### config.mk
export PLATFORM = sky130hd
export DESIGN_NAME = sram_req_arbiter
export DESIGN_NICKNAME = d
export VERILOG_FILES = /design/src/rtl/sram_req_arbiter.sv
export SDC_FILE = /design/constraint.sdc
export NUM_CORES = 1
export LEC_CHECK = 0
export CAP_MARGIN = 40
export CELL_PAD_IN_SITES_DETAIL_PLACEMENT = 0
export CELL_PAD_IN_SITES_GLOBAL_PLACEMENT = 1
export CORE_ASPECT_RATIO = 1.4
export CORE_MARGIN = 2
export CORE_UTILIZATION = 10
export CTS_BUF_LIST = sky130_fd_sc_hd__clkbuf_16
export DETAILED_ROUTE_END_ITERATION = 16
export GPL_ROUTABILITY_DRIVEN = 0
export PLACE_DENSITY_LB_ADDON = 0.2
export SLEW_MARGIN = 20
export SYNTH_ARGS = -nofsm -noshare
export SYNTH_HDL_FRONTEND = slang
export SYNTH_SLANG_ARGS = --single-unit
### constraint.sdc
create_clock -name clk -period 1.45 [get_ports clk]
set_input_delay 0.2175 -clock clk [delete_from_list [all_inputs] [get_ports clk]]
set_output_delay 0.2175 -clock clk [all_outputs]
set_load 0.005 [all_outputs]
### src/rtl/sram_req_arbiter.sv
// Shares one SRAM-like slave port between fetch and data masters.
// Data wins ties; an in-order ID FIFO steers responses back.
module sram_req_arbiter #(
  parameter int DEPTH = 2,
  parameter int CNT_W = 2
) (
  input  logic             clk,
  input  logic             resetn,
  input  logic             inst_req,
  input  logic             inst_wr,
  input  logic [1:0]       inst_size,
  input  logic [31:0]      inst_addr,
  input  logic [3:0]       inst_wstrb,
  input  logic [31:0]      inst_wdata,
  output logic             inst_addr_ok,
  output logic             inst_data_ok,
  output logic [31:0]      inst_rdata,
  input  logic             data_req,
  input  logic             data_wr,
  input  logic [1:0]       data_size,
  input  logic [31:0]      data_addr,
  input  logic [3:0]       data_wstrb,
  input  logic [31:0]      data_wdata,
  output logic             data_addr_ok,
  output logic             data_data_ok,
  output logic [31:0]      data_rdata,
  output logic             bus_req,
  output logic             bus_wr,
  output logic [1:0]       bus_size,
  output logic [31:0]      bus_addr,
  output logic [3:0]       bus_wstrb,
  output logic [31:0]      bus_wdata,
  input  logic             bus_addr_ok,
  input  logic             bus_data_ok,
  input  logic [31:0]      bus_rdata,
  output logic [CNT_W-1:0] outstanding,
  output logic             err_unexp
);

  localparam int PW = (DEPTH > 1) ? $clog2(DEPTH) : 1;

  typedef enum logic {
    INST = 1'b0,
    DATA = 1'b1
  } id_e;

  logic             lock_valid;
  id_e              lock_id;
  id_e              owner;
  id_e              head;
  logic [DEPTH-1:0] fifo;
  logic [PW-1:0]    wptr;
  logic [PW-1:0]    rptr;
  logic [CNT_W-1:0] cnt;
  logic             full;
  logic             empty;
  logic             own_req;
  logic             accept;
  logic             pop;

  always_comb begin
    owner = INST;
    if (lock_valid)
      owner = lock_id;
    else if (data_req)
      owner = DATA;
  end

  assign full  = (cnt == CNT_W'(DEPTH));
  assign empty = (cnt == '0);

  always_comb begin
    own_req   = inst_req;
    bus_wr    = inst_wr;
    bus_size  = inst_size;
    bus_addr  = inst_addr;
    bus_wstrb = inst_wstrb;
    bus_wdata = inst_wdata;
    if (owner == DATA) begin
      own_req   = data_req;
      bus_wr    = data_wr;
      bus_size  = data_size;
      bus_addr  = data_addr;
      bus_wstrb = data_wstrb;
      bus_wdata = data_wdata;
    end
  end

  // Full masks the request even when a pop frees a slot this cycle.
  assign bus_req = own_req & ~full;
  assign accept  = bus_req & bus_addr_ok;
  assign pop     = bus_data_ok & ~empty;
  assign head    = id_e'(fifo[rptr]);

  assign inst_addr_ok = accept & (owner == INST);
  assign data_addr_ok = accept & (owner == DATA);
  assign inst_data_ok = pop & (head == INST);
  assign data_data_ok = pop & (head == DATA);
  assign inst_rdata   = bus_rdata;
  assign data_rdata   = bus_rdata;
  assign outstanding  = cnt;

  always_ff @(posedge clk or negedge resetn) begin
    if (!resetn) begin
      lock_valid <= 1'b0;
      lock_id    <= INST;
    end else if (accept) begin
      lock_valid <= 1'b0;
    end else if (bus_req) begin
      lock_valid <= 1'b1;
      lock_id    <= owner;
    end
  end

  always_ff @(posedge clk or negedge resetn) begin
    if (!resetn) begin
      fifo <= '0;
      wptr <= '0;
      rptr <= '0;
      cnt  <= '0;
    end else begin
      if (accept) begin
        fifo[wptr] <= owner;
        wptr       <= wptr + PW'(1);
      end
      if (pop)
        rptr <= rptr + PW'(1);
      if (accept && !pop)
        cnt <= cnt + CNT_W'(1);
      else if (!accept && pop)
        cnt <= cnt - CNT_W'(1);
    end
  end

  always_ff @(posedge clk or negedge resetn) begin
    if (!resetn)
      err_unexp <= 1'b0;
    else if (bus_data_ok && empty)
      err_unexp <= 1'b1;
  end

endmodule
==> impl_metrics.toml <==
[detailed_routing]
drc = 0
num_vias = 2716
drt_iter0_drc = 49
vias_per_cell = 3.43
antenna_left = 0
drt_pass1_iterations = 4
finalWirelength_um = 10300
wl_per_cell_um = 13.1

[clock_tree]
cts_sinks = 9
hold_buffers = 0
cts_root_buf = "clkbuf_16"
clkTransAtPathRegs_ns = 0.04
cts_tree = "yes"
cts_made_buffers = 3
ctsLongestPathBuffers = 2
clk_latency_ns = 0.23
htreeDepth = 1

[critical_path]
critPathRequiredTime_ns = 1.23
critPathMaxStageDelay_ns = 0.49
path_max_fanout = 16
critPathLaunch = "lock_valid$_DFFE_PN0P_"
reg2reg_slack_ns = -0.65
reg2reg_depth = 13
worstPathCellList = "mux2i_4 > buf_4 > clkbuf_16 > nand2_1 > nand2_1 > clkdlybuf4s50_1"
cp-end-kind = "output pin"
critPathLaunchType = "flip-flop"
worst-setup-path-type = "reg -> out"
reg2reg_to = "outstanding[1]$_DFFE_PN0P_"
crit-reg2reg-launch = "lock_valid$_DFFE_PN0P_"
crit_top_cell = "nand2_1"
arrival_ns = 1.90
crit_slowest_cell = "clkdlybuf4s50_1"

[power_and_ir_drop]
switchingPower_w = 0.00284
power_density_nw_per_um2 = 1540
clkPwrFrac_pct = 6.7
intPower_w = 0.00437
p_leak_nw = 2.28
pwr-share-comb_pct = 86.3
switching_share_pct = 39.4
ir_drop_v = 0.000476
pwr-share-seq_pct = 7.0

[die]
die_w_um = 120
die_h_um = 166
core-area_um2 = 18500
rows = 59
ioPinCount = 323
initial_core_util_pct = 10.2
die-area_um2 = 20000

[grt]
grt_pass1_wl_um = 13900
antenna_found_initial = 0
grt-ovfl-total = 0
track_usage_pct = 8.76
grt_pass1_vias = 2743
grt_max_degree = 37

[final_layout]
final_cell_mix = "nand2_1 (180), clkdlybuf4s50_1 (166), nand2_2 (32)"
final_nets = 729
drive_gt1_share_pct = 30.3
diodes = 0
final_common_cell = "nand2_1"
syn2layout_area_growth_pct = 149
fillers = 2041

[logic_synthesis]
postSynthCellCount = 337
yosysUniqueCellTypes = 26
netlist_area_um2 = 1890
synth_edf_count = 0
synth_area_leaders = "nand2_1 (43%), buf_4 (26%), dfrtp_1 (12%)"
syn_area_per_cell_um2 = 5.60
async_flop_share_pct = 100
ys_warn_count = 0
ys_seq_area_share_pct = 11.9
yosysTopAreaCell = "nand2_1"
syn_nets = 518
netlist.area_leader.share_pct = 42.6
ys_seq_elements = 9
synth_ff_type = "dfrtp_1"

[timing]
finalSetupViolCount = 81
holdWs_ns = 0.295
fin_skew_ns = 0.00202
rsz0062_at_grt = "true"
slew_headroom_pct = 71.1
min_period_ns = 2.11
hold_viol = 0
slew_violations = 0
fin_crit_sh_pct = 146
worst_slew_pin_slew_ns = 0.433
setup_slack_ns = -0.663
max_freq_mhz = 473

[placed_design]
port_buffers = 226
dp_slack_ns = -0.754
hpwl_um = 6970

[worst_hold_path]
min_path_type = "in -> async"

[outcome]
failed_checks = "setup timing"
status = "finished, violations left"

[flow_run]
drv_cap = 0
power by group through the flow:
| stage | logic (W) | clock network (W) | registers (W) |
|---|---|---|---|
| 2_1_floorplan | 0.00210 | 0 | 0.000487 |
| 3_3_place_gp | 0.00467 | 0 | 0.000492 |
| 3_5_place_dp | 0.00466 | 0 | 0.000497 |
| 4_1_cts | 0.00550 | 0.000488 | 0.000493 |
| 5_1_grt | 0.00683 | 0.000513 | 0.000523 |
| 6_report | 0.00623 | 0.000481 | 0.000504 |
critical path: cells and delay by family, from the launching register on:
family | cells | cell delay (ns)
multiplexers | 1 | 0.28
buffers and inverters | 3 | 0.83
AND/OR/NAND/NOR | 2 | 0.12
flip-flops | 1 | 0.42
logic make-up after synthesis:
group / synth area share (%)
xor+xnor: 2.32
simple gates: 47.6
fa+ha+maj: 0.663
mux: 2.26
compound gates: 3.12
buf+inv: 32.1
flops: 11.9
area by class of cell:
| cell class | count | area, um2 | area share, % |
|---|---|---|---|
| clock buffers | 3 | 75.1 | 1.60 |
| flip-flops and latches | 9 | 228 | 4.85 |
| clock inverters | 1 | 3.75 | 0.0800 |
| well taps | 244 | 305 | 6.50 |
| repair buffers | 286 | 2810 | 59.9 |
| multi-input cells | 248 | 1270 | 27.1 |
how the worst max path moves through the flow:
stage | endpoint | slack [ns] | cells past startpoint
after CTS | bus_wdata[11] | -0.67 | 5
after global placement | bus_addr[10] | -0.75 | 6
after floorplan | outstanding[1]$_DFFE_PN0P_ | -0.02 | 7
after global routing | bus_wdata[11] | -0.78 | 6
final | bus_addr[31] | -0.66 | 6
after detailed placement | bus_wdata[9] | -0.75 | 6
Yosys cell counts, types with 2 or more instances:
master,count
buf_2,7
buf_4,65
buf_6,7
dfrtp_1,9
mux2i_1,2
nand2_1,214
nand2b_1,2
nor2_1,5
nor3_1,2
o21ai_0,4
o31ai_1,2
xnor2_1,2
xor2_1,3
metrics by stage:
| step | instances | power, W | utilization [%] | setup TNS (ns) | area (um2) |
|---|---|---|---|---|---|
| 2_1_floorplan | 337 | 0.00259 | - | -0.0221 | 1910 |
| 3_3_place_gp | 742 | 0.00516 | 21.8 | -53.71 | 4030 |
| 3_5_place_dp | 742 | 0.00516 | 21.8 | -53.66 | 4030 |
| 4_1_cts | 769 | 0.00648 | 23.8 | -39.52 | 4410 |
| 5_1_grt | 791 | 0.00787 | 25.3 | -48.99 | 4690 |
| 6_report | 791 | 0.00721 | 25.3 | -41.46 | 4690 |
sequential cells by signal (all words and copies together) (netlist names):
register / flops
fifo: 2
outstanding: 2
err_unexp: 1
lock_id: 1
lock_valid: 1
rptr: 1
wptr: 1
metal layers:
layer / share of wire [%] / wire [um] / track usage [%]
met1: 35 / 3660 / 8.43
met2: 52 / 5400 / 17.3
met3: 8.9 / 917 / 1.95
met4: 3.4 / 348 / 3.84
met5: 0 / 0 / 0
repair_timing:
action | 4_1_cts | 5_1_grt
resized for setup | 184 | 101
pin swaps | 17 | 17
gates cloned | 5 | 2
buffers inserted | 18 | 25
setup endpoints to repair | 80 | 84
Note: power is estimated with default switching activity, not from simulation.
